<file path="config.mk">
export PLATFORM = sky130hd
export DESIGN_NAME = controller
export DESIGN_NICKNAME = d
export VERILOG_FILES = /design/src/rtl/controller.sv
export SDC_FILE = /design/constraint.sdc
export NUM_CORES = 1
export LEC_CHECK = 0
export CAP_MARGIN = 20
export CORE_AREA = 2 2 39 41
export CTS_BUF_LIST = sky130_fd_sc_hd__clkbuf_8
export DETAILED_ROUTE_END_ITERATION = 12
export DIE_AREA = 0 0 41 43
export PLACE_DENSITY = 0.79
export SLEW_MARGIN = 10
export SYNTH_ARGS = -nofsm -noshare
export SYNTH_HDL_FRONTEND = slang
export SYNTH_SLANG_ARGS = --single-unit
</file>
<file path="constraint.sdc">
create_clock -name clk -period 2.88 [get_ports clk]
set_input_delay 0.72 -clock clk [delete_from_list [all_inputs] [get_ports clk]]
set_output_delay 0.72 -clock clk [all_outputs]
set_load 0.1 [all_outputs]
</file>
<file path="src/rtl/controller.sv">
// Multi-cycle Moore control unit for the 8-bit accumulator CPU: sequences
// fetch/decode/execute and drives every datapath strobe from state and op_q.
module controller (
   input  logic       clk,
   input  logic       reset,
   input  logic [2:0] opcode,
   output logic       pcEn,
   output logic       selAddress,
   output logic       mr,
   output logic       mw,
   output logic       wordRegEn,
   output logic       LSEn,
   output logic       RSEn,
   output logic       DIEn,
   output logic       dataRegEn,
   output logic       resultRegEn,
   output logic       enb,
   output logic       CEn,
   output logic       ZEn,
   output logic       NEn,
   output logic [1:0] selData,
   output logic [1:0] selAddressAC,
   output logic       selALUsrc,
   output logic [2:0] operation,
   output logic       halted
);

   typedef enum logic [3:0] {
      FETCH1, DECODE, FETCH2, MEMRD, LDWB, ALU, ALUWB, RDAC, MEMWR, MOVWB, HALT
   } stateT;

   typedef enum logic [2:0] {
      LDA = 3'b000, STA = 3'b001, ADDA = 3'b010, SUBA = 3'b011,
      SDI = 3'b100, MOVR = 3'b101, NOP = 3'b110, HLT = 3'b111
   } opT;

   typedef struct packed {
      logic       pcEn;
      logic       selAddress;
      logic       mr;
      logic       mw;
      logic       wordRegEn;
      logic       LSEn;
      logic       RSEn;
      logic       DIEn;
      logic       dataRegEn;
      logic       resultRegEn;
      logic       enb;
      logic       CEn;
      logic       ZEn;
      logic       NEn;
      logic [1:0] selData;
      logic [1:0] selAddressAC;
      logic       selALUsrc;
      logic [2:0] operation;
      logic       halted;
   } ctrlT;

   localparam logic [2:0] ALU_ADD = 3'b000;
   localparam logic [2:0] ALU_SUB = 3'b001;
   localparam logic [2:0] ALU_AND = 3'b010;

   stateT state, nextState;
   opT    opQ;
   ctrlT  ctrl, ctrlOut;

   // NOTE: sequential state uses non-blocking assignments so every register
   // samples the pre-edge values regardless of statement order.
   always_ff @(posedge clk) begin
      if (reset) begin
         state <= FETCH1;
         opQ   <= LDA;
      end else begin
         state <= nextState;
         if (state == FETCH1) opQ <= opT'(opcode);
      end
   end

   // NOTE: every variable gets a default before the case so no path leaves
   // one unassigned, which would otherwise infer a latch.
   always_comb begin
      ctrl      = '0;
      nextState = state;
      case (state)
         FETCH1: begin
            ctrl.mr   = 1'b1;
            ctrl.LSEn = 1'b1;
            ctrl.pcEn = 1'b1;
            nextState = DECODE;
         end
         DECODE: begin
            case (opQ)
               LDA, STA, ADDA, SUBA: nextState = FETCH2;
               SDI: begin
                  ctrl.DIEn = 1'b1;
                  nextState = FETCH1;
               end
               MOVR: begin
                  ctrl.selAddressAC = 2'b01;
                  ctrl.operation    = ALU_AND;
                  ctrl.resultRegEn  = 1'b1;
                  nextState         = MOVWB;
               end
               NOP:     nextState = FETCH1;
               default: nextState = HALT;
            endcase
         end
         FETCH2: begin
            ctrl.mr   = 1'b1;
            ctrl.RSEn = 1'b1;
            ctrl.pcEn = 1'b1;
            nextState = (opQ == STA) ? RDAC : MEMRD;
         end
         MEMRD: begin
            ctrl.selAddress = 1'b1;
            ctrl.mr         = 1'b1;
            ctrl.wordRegEn  = 1'b1;
            nextState       = (opQ == LDA) ? LDWB : ALU;
         end
         LDWB: begin
            ctrl.enb  = 1'b1;
            nextState = FETCH1;
         end
         ALU: begin
            ctrl.selALUsrc   = 1'b1;
            ctrl.resultRegEn = 1'b1;
            ctrl.CEn         = 1'b1;
            ctrl.ZEn         = 1'b1;
            ctrl.NEn         = 1'b1;
            ctrl.operation   = (opQ == SUBA) ? ALU_SUB : ALU_ADD;
            nextState        = ALUWB;
         end
         ALUWB: begin
            ctrl.selData = 2'b01;
            ctrl.enb     = 1'b1;
            nextState    = FETCH1;
         end
         RDAC: begin
            ctrl.dataRegEn = 1'b1;
            nextState      = MEMWR;
         end
         MEMWR: begin
            ctrl.selAddress = 1'b1;
            ctrl.mw         = 1'b1;
            nextState       = FETCH1;
         end
         MOVWB: begin
            ctrl.selData      = 2'b01;
            ctrl.selAddressAC = 2'b10;
            ctrl.enb          = 1'b1;
            nextState         = FETCH1;
         end
         HALT: begin
            ctrl.halted = 1'b1;
            nextState   = HALT;
         end
         default: nextState = FETCH1;
      endcase
   end

   // The aborted instruction must emit nothing during the reset cycle itself.
   assign ctrlOut = reset ? '0 : ctrl;

   assign pcEn         = ctrlOut.pcEn;
   assign selAddress   = ctrlOut.selAddress;
   assign mr           = ctrlOut.mr;
   assign mw           = ctrlOut.mw;
   assign wordRegEn    = ctrlOut.wordRegEn;
   assign LSEn         = ctrlOut.LSEn;
   assign RSEn         = ctrlOut.RSEn;
   assign DIEn         = ctrlOut.DIEn;
   assign dataRegEn    = ctrlOut.dataRegEn;
   assign resultRegEn  = ctrlOut.resultRegEn;
   assign enb          = ctrlOut.enb;
   assign CEn          = ctrlOut.CEn;
   assign ZEn          = ctrlOut.ZEn;
   assign NEn          = ctrlOut.NEn;
   assign selData      = ctrlOut.selData;
   assign selAddressAC = ctrlOut.selAddressAC;
   assign selALUsrc    = ctrlOut.selALUsrc;
   assign operation    = ctrlOut.operation;
   assign halted       = ctrlOut.halted;

endmodule

</file>
Word-level counts from Yosys, hierarchy flattened
Cells that the tools add are included.
{"block": "classes", "n_mux": 27, "mul": 0, "n_reduce_logical": 9, "n_eq_ne": 16, "n_shift": 0, "div_mod_pow": 0, "n_lt_le_gt_ge": 0, "bitwise": 0, "addsub": 0}
{"cell": "$pmux 4 s7", "count": 1}
{"cell": "$mux 23", "count": 1}
{"cell": "$mux 1", "count": 18}
{"cell": "$eq 4x3->1 const B", "count": 4}
{"cell": "$eq 4x4->1 const B", "count": 3}
{"cell": "$pmux 4 s3", "count": 1}
{"cell": "$eq 3x3->1 const B", "count": 3}
{"cell": "$eq 4x2->1 const B", "count": 2}
{"cell": "$reduce_or 2->1", "count": 4}
{"cell": "$eq 3x2->1 const B", "count": 2}
{"cell": "$mux 3", "count": 2}
{"cell": "$pmux 3 s2", "count": 1}
{"cell": "$reduce_or 3->1", "count": 2}
{"cell": "$eq 4x1->1 const B", "count": 1}
{"cell": "$logic_not 4->1", "count": 1}
{"cell": "$pmux 2 s2", "count": 1}
{"cell": "$reduce_or 4->1", "count": 1}
{"cell": "$eq 3x1->1 const B", "count": 1}
{"cell": "$logic_not 3->1", "count": 1}
{"cell": "$mux 2", "count": 1}
{"cell": "$pmux 1 s2", "count": 1}
{"block": "word_totals", "regBits": 7, "in_bits": 5, "latchBits": 0, "out_inout_bits": 23, "mem_count": 0, "romBits": 0, "wordCells": 54, "ramBits": 0}

Longest topological paths before layout
Gate-level depths: netlist (run 1).
{"block": "logic_depth", "ltp_word": 4, "depth_mapped": 5, "mapped_depth_nobuf": 3}

Least setup slack after synthesis (run 1)
OpenSTA, ideal clock, no wires.
{"block": "synth_timing", "path_kind": "input port to output port", "start": "input port reset", "end": "output port DIEn", "stages": 3, "t_required_ps": 2160, "arrival_time_ps": 4089, "slack_ps": -1929, "path_cell_list": "or3_1 > buf_2 > nor4_1"}
{"block": "synth_between", "elab_chain_cells": 1}
{"element": "start, declared", "line": "5", "rtl": "input logic reset,"}
{"element": "$mux 23", "line": "162", "rtl": "assign ctrlOut = reset ? '0 : ctrl;"}
{"element": "end, declared", "line": "14", "rtl": "output logic DIEn,"}
No other way between the ends.

Worst setup path after layout (run 1)
{"block": "layout_timing", "start": "input port reset", "end": "output port selAddress"}
{"block": "layout_between", "elab_chain_cells": 1}
{"element": "$mux 23", "line": "162"}
{"element": "end, declared", "line": "8", "rtl": "output logic selAddress,"}
No other way between the ends.

==> results of run 1 <==
repair_timing:
item                                   4_1_cts  5_1_grt
setup endpoints to repair                   11        0
resized for setup                            3        0
endpoints found under the hold margin        0        0
state kept, by name, summed over array words and instances (netlist names):
signal,count
opQ,3
state,4
final cells by class:
| cell class | instances | area share [%] |
|---|---|---|
| inverter | 3 | 1.29 |
| timing repair buffer | 33 | 44.6 |
| clock inverter | 1 | 0.322 |
| clock buffer | 3 | 3.54 |
| multi-input combinational | 57 | 36.5 |
| sequential | 7 | 12.0 |
| tap | 16 | 1.72 |
final timing paths:
path | slack, ns | to
min reg2reg | 0.58 | opQ[1]
min | 0.58 | opQ[1]
max reg2reg | 1.36 | state[2]
max | 0.12 | selAddress
synthesized netlist by cell type (all sizes together) (3+ instances only):
cell / instances / area (um^2)
inv: 3 / 11.3
nor2b: 5 / 31.3
a21oi: 4 / 20.0
nand3: 3 / 15.0
clkbuf: 3 / 11.3
nand2: 6 / 22.5
mux2i: 3 / 30.0
dfxtp: 7 / 140
nor2: 11 / 41.3
nor3: 3 / 15.0
nand2b: 5 / 31.3
buf: 7 / 50.0
nor4: 4 / 46.3
routing by layer:
| layer | GRT usage (%) | vias up | part of all wire [%] |
|---|---|---|---|
| li1 | - | 307 | - |
| met1 | 21.5 | 281 | 35 |
| met2 | 35.3 | 30 | 57 |
| met3 | 5.24 | 3 | 6.4 |
| met4 | 10.0 | 0 | 1.5 |
| met5 | 0 | - | 0 |
stage by stage:
step	total power [uW]	setup TNS [ns]	setup WS (ns)	hold slack [ns]	cell area, um^2
5_1_grt	724	0	0.0688	0.633	1160
3_5_place_dp	559	-0.692	-0.155	0.569	1110
2_1_floorplan	443	-3.11	-0.692	0.515	654
3_3_place_gp	548	-0.390	-0.104	0.533	1110
6_report	698	0	0.120	0.581	1160
4_1_cts	701	0	0.111	0.587	1160
critical path: stages:
cell,delay [ns]
dlygate4sd2_1,0.26
buf_4,0.16
or3b_4,0.41
nor3_4,0.14
or2_1,0.17
buf_12,0.18
cells by family (layout without fill, tap and decap cells):
logic type             after synthesis  count (layout)
other                                1               2
flip-flops                           7               7
multiplexers                         3               3
buffers and inverters               13              40
AND/OR/NAND/NOR                     42              42
AO/OA/AOI/OAI                       10              10
power by group:
| part | switching (uW) | leakage (uW) | total (uW) | internal, uW |
|---|---|---|---|---|
| Clock | 47.1 | 0.0000269 | 140 | 92.5 |
| Combinational | 243 | 0.000364 | 388 | 144 |
| Sequential | 54.5 | 0.0000576 | 171 | 117 |
==> qor.txt, run 1 <==
synth unique cells: 25
final non-filler cell total: 120
worst-skew pair later-pin latency: 0.23 ns
H-tree lvl count: 1
total number of vias: 621
syn avg cell area: 7.16 um^2
Hold Path Class: reg -> reg
most common cell after layout, fill and taps aside: buf_12
max_slew headroom: 65.1%
clock skew: 0.00114 ns
largest family of logic cells by synthesized area: simple AND/OR/NAND/NOR gates
clock buffer depth: 2
Worst Setup Path Type: in -> out
max_cap viols: 0
Routed WL: 1560 um
DIE AREA: 0.00176 mm^2
reg2reg start: state[0]
Reg clk slew, reported paths: 0.04 ns
number of nets in the layout: 110
initial drt markers: 8
post-synthesis simple-gate area fraction: 43.9%
largest net degree at the start of global routing: 15
Tot GR Track Use: 20.6%
post-synthesis adder-cell area fraction: 0%
detailed-router iteration count before antenna repair: 4
Final Hold Vio Count: 0
P&R area growth vs syn: 114%
Final GP Congestion: 0.804
post-synthesis sequential area ratio: 25.7%
Ports: 28
Startpoint Class: input pin
core area: 0.00138 mm^2
TritonCTS clock tree: built
cells on worst reg2reg path: 4
outcome: finished, final reports clean
Compound-Gate Fraction of Synth Area: 10.8%
Slew Limit Fails: 0
row count: 14
DRC violations left: 0
Tmin final: 2.76 ns
final worst-path cycle share: 95.8%
crit-path max FO: 3
worst hold path cell count: 2
DR vias/cell: 5.18
post-route ant nets: 0
Max Clk Rate: 0.362 GHz
RSZ-0062 raised after global routing: no
dpl cells: 116
clock root cell: clkbuf_8
cts bufs inserted: 3
Initial Utilization: 39.3%
mapped cell area: 544 um^2
CP Data Arrival Time: 2.04 ns
Power Density: 600 mW/mm^2
leak pwr: 0.000448 uW
GRT overflow: 0
Worst EP required: 2.16 ns
EDFF count, synth: 0
CP Capture Type: output port
Yosys reg bits: 7
commonest non-fill, non-tap cells in the layout: buf_12 (21), nor2_1 (8), buf_4 (8)
DIE WIDTH: 41 um
Die Y: 43 um
number of global-route vias before repair: 574
Post-CTS Setup Repair Bufs: 0
mux contribution to synthesized area: 5.52%
Synth async-reset ratio: 0%
I/O Buffers: 25
layout cells sized above 1: 48.1%
CTS hold repair buffers: 0
xor and xnor area share after synthesis: 0%
Synth Flop Type: dfxtp_1
HP Start: opQ[1]
clock tree sinks: 7
Worst IR Drop VDD: 527 uV
Final Util: 84.2%
# fillers: 83
Setup Viol. Count Final: 0
Routed wire per std cell: 13.0 um
Synth Instances: 76
initial antenna violation count: 0
CP startpoint: reset
worst slew pin tran: 0.519 ns
footprint of the multi-input gates: 425 um^2
first-pass GRT wire length: 2450 um
YS warnings: 0
antenna cells: 0
HPWL Detailed: 1250 um
sequential cell area: 140 um^2
Note: power is estimated with default switching activity, not from simulation.
==> inputs of run 2 (changes only) <==
--- a/config.mk
+++ b/config.mk
@@ -8,7 +8,10 @@
 export CAP_MARGIN = 20
-export CORE_AREA = 2 2 39 41
+export CELL_PAD_IN_SITES_DETAIL_PLACEMENT = 0
+export CELL_PAD_IN_SITES_GLOBAL_PLACEMENT = 1
+export CORE_MARGIN = 1.5
+export CORE_UTILIZATION = 29
 export CTS_BUF_LIST = sky130_fd_sc_hd__clkbuf_8
 export DETAILED_ROUTE_END_ITERATION = 12
-export DIE_AREA = 0 0 41 43
-export PLACE_DENSITY = 0.79
+export MAX_ROUTING_LAYER = met4
+export PLACE_DENSITY = 0.83
 export SLEW_MARGIN = 10
==> constraint.sdc (replaced) <==
create_clock -name clk -period 2.88 [get_ports clk]
set_input_delay 0.576 -clock clk [delete_from_list [all_inputs] [get_ports clk]]
set_output_delay 0.576 -clock clk [all_outputs]
set_load 0.1 [all_outputs]
==> run 2 against run 1 <==
Against the previous run: critical endpoint is now operation[1]; clock-buffer cell count did not move; total power fell by 3.1%; critical path depth fell by 1; global-route usage fell by 4.3 points; largest cell class unchanged; setup slack improved by 0.060 ns; largest power group unchanged; worst hold slack got worse by 0.017 ns; maximum frequency rose by 2.2%.
==> qor.txt, run 2 (same netlist as run 1, synthesis figures left out) <==
Worst EP required: 2.30 ns (+0.14 ns)
Clk pwr share: 20.6% (+0.6 points)
Gate power share: 54.6% (-0.9 points)
core area: 0.00175 mm^2 (+26%)
DIE AREA: 0.00215 mm^2 (+22%)
P&R area growth vs syn: 103%
largest registers: state x4, opQ x3
clock root cell: clkbuf_8
net switching power: 329 uW (-4.5%)
worst slew pin tran: 0.531 ns (+0.0121 ns)
Slew Limit Fails: 0 (unchanged)
final non-filler cell total: 125 (+4.2%)
commonest non-fill, non-tap cells in the layout: buf_12 (21), nor2_1 (10), dfxtp_1 (7)
outcome: finished, final reports clean
wire length on met2: 705 um (-21%)
Tot GR Track Use: 16.2% (-4.3 points)
met3 wire len: 74 um (-25%)
total power: 677 uW (-3.1%)
Tmin final: 2.70 ns (-0.0603 ns)
reg2reg setup slack: 1.37 ns (about the same)
Net Sw Frac: 48.7% (-0.72 points)
max reg flops: 4 (unchanged)
layout cells sized above 1: 39.0% (-9.1 points)
clock buffer depth: 2 (unchanged)
post-placement cell area: 0.00106 mm^2 (-4.8%)
Startpoint Class: input pin
Max Clk Rate: 0.370 GHz (+2.2%)
GRT overflow: 0 (unchanged)
CP Data Arrival Time: 2.12 ns (+0.08 ns)
Setup Viol. Count Final: 0 (unchanged)
TritonCTS clock tree: built
cts bufs inserted: 3 (unchanged)
Most flops, register: state
most common cell after layout, fill and taps aside: buf_12
max_slew headroom: 64.5% (-0.57 points)
Post-CTS Setup Repair Bufs: 0 (unchanged)
Reg clk slew, reported paths: 0.04 ns (about the same)
post-CTS sizing: 0 (-3)
setup TNS: 0 ns (unchanged)
RSZ-0062 raised after global routing: no
Power Density: 612 mW/mm^2 (+2.0%)
Place WS: 0.185 ns (+0.340 ns)
Die Y: 46.3 um (+7.7%)
Hold Path Class: reg -> reg
Routed wire per std cell: 11.3 um (-13%)
CP Buf/Inv Count: 3 (unchanged)
DR vias/cell: 4.87 (-5.9%)
CP top delay family: buffers and inverters
CP max stage cell: or3_1
Initial Utilization: 31.2% (-8.1 points)
HPWL Detailed: 1100 um (-12%)
number of global-route vias before repair: 537 (-6.4%)
Routed WL: 1420 um (-9.1%)
DRC violations left: 0 (unchanged)
row count: 15 (+1)
Largest stage delay, worst path: 0.44 ns (+0.03 ns)
crit-path max FO: 4 (+1)
final instance area: 0.00111 mm^2 (-5.0%)
Final Hold Vio Count: 0 (unchanged)
Int Pwr: 347 uW (-1.7%)
clock tree sinks: 7 (unchanged)
final worst-path cycle share: 93.7% (-2.1 points)
Worst IR Drop VDD: 382 uV (-28%)
DIE WIDTH: 46.3 um (+13%)
CTS hold repair buffers: 0 (unchanged)
total number of vias: 609 (-1.9%)
max_cap viols: 0 (unchanged)
leak pwr: 0.000427 uW (-4.8%)
CP Capture Type: output port
largest net degree at the start of global routing: 15 (unchanged)
dpl cells: 121 (+4.3%)
initial antenna violation count: 0 (unchanged)
first-pass GRT wire length: 2440 um (-0.57%)
post-route ant nets: 0 (unchanged)
number of nets in the layout: 106 (-3.6%)
H-tree lvl count: 1 (unchanged)
antenna cells: 0 (unchanged)
clock skew: 0.00319 ns (+0.00205 ns)
Final Worst Setup Slack: 0.180 ns (+0.0603 ns)
I/O Buffers: 25 (unchanged)
met1 WL: 637 um (+17%)
detailed-router iteration count before antenna repair: 4 (unchanged)
Top Layer Used: met3
initial drt markers: 16 (+8)
Final GP Congestion: 0.789 (-1.8%)
worst-skew pair later-pin latency: 0.23 ns (about the same)
Worst Setup Path Type: in -> out
CP cell instances: clkdlybuf4s50_1, or3_1, nor4_4, buf_4, buf_12
Ports: 28 (unchanged)
Reg power frac: 24.8% (+0.3 points)
run 2: layout make-up:
cell class	instances	area [um^2]
clock buffers	3	41.3
clock inverters	1	5.00
fillers	148	639
inverters	3	11.3
multi-input cells	57	387
flip-flops and latches	7	140
well taps	25	31.3
repair buffers	29	490
run 2: through the flow:
step	util (%)	hold slack, ns
floorplan	-	0.515
global placement	60.7	0.547
detailed placement	60.7	0.547
CTS	63.4	0.556
global route	63.4	0.606
finish	63.4	0.565
run 2: power groups by stage:
| stage | Combinational (uW) | Sequential, uW | Clock, uW |
|---|---|---|---|
| global route | 390 | 174 | 152 |
| finish | 369 | 168 | 139 |
| global placement | 368 | 167 | 0 |
| floorplan | 293 | 138 | 0 |
| detailed placement | 370 | 168 | 0 |
| CTS | 372 | 167 | 143 |
run 2: per-layer routing:
| layer | global-route usage [%] | vias to the layer above |
|---|---|---|
| met4 | 3.43 | 0 |
| li1 | - | 298 |
| met2 | 23.6 | 26 |
| met3 | 5.88 | 0 |
| met1 | 21.5 | 285 |
| met5 | - | - |
run 2: tightest hold or removal path, delay by kind of cell (launching register included):
family | cells | cell delay [ns]
and+or+nand+nor | 1 | 0.05
muxes | 1 | 0.13
DFF | 1 | 0.33
run 2: final timing paths:
check        depth (start not counted)            to     start
max                                  5  operation[1]     reset
min                                  2        opQ[1]    opQ[1]
max reg2reg                          4      state[2]  state[0]
min reg2reg                          2        opQ[1]    opQ[1]
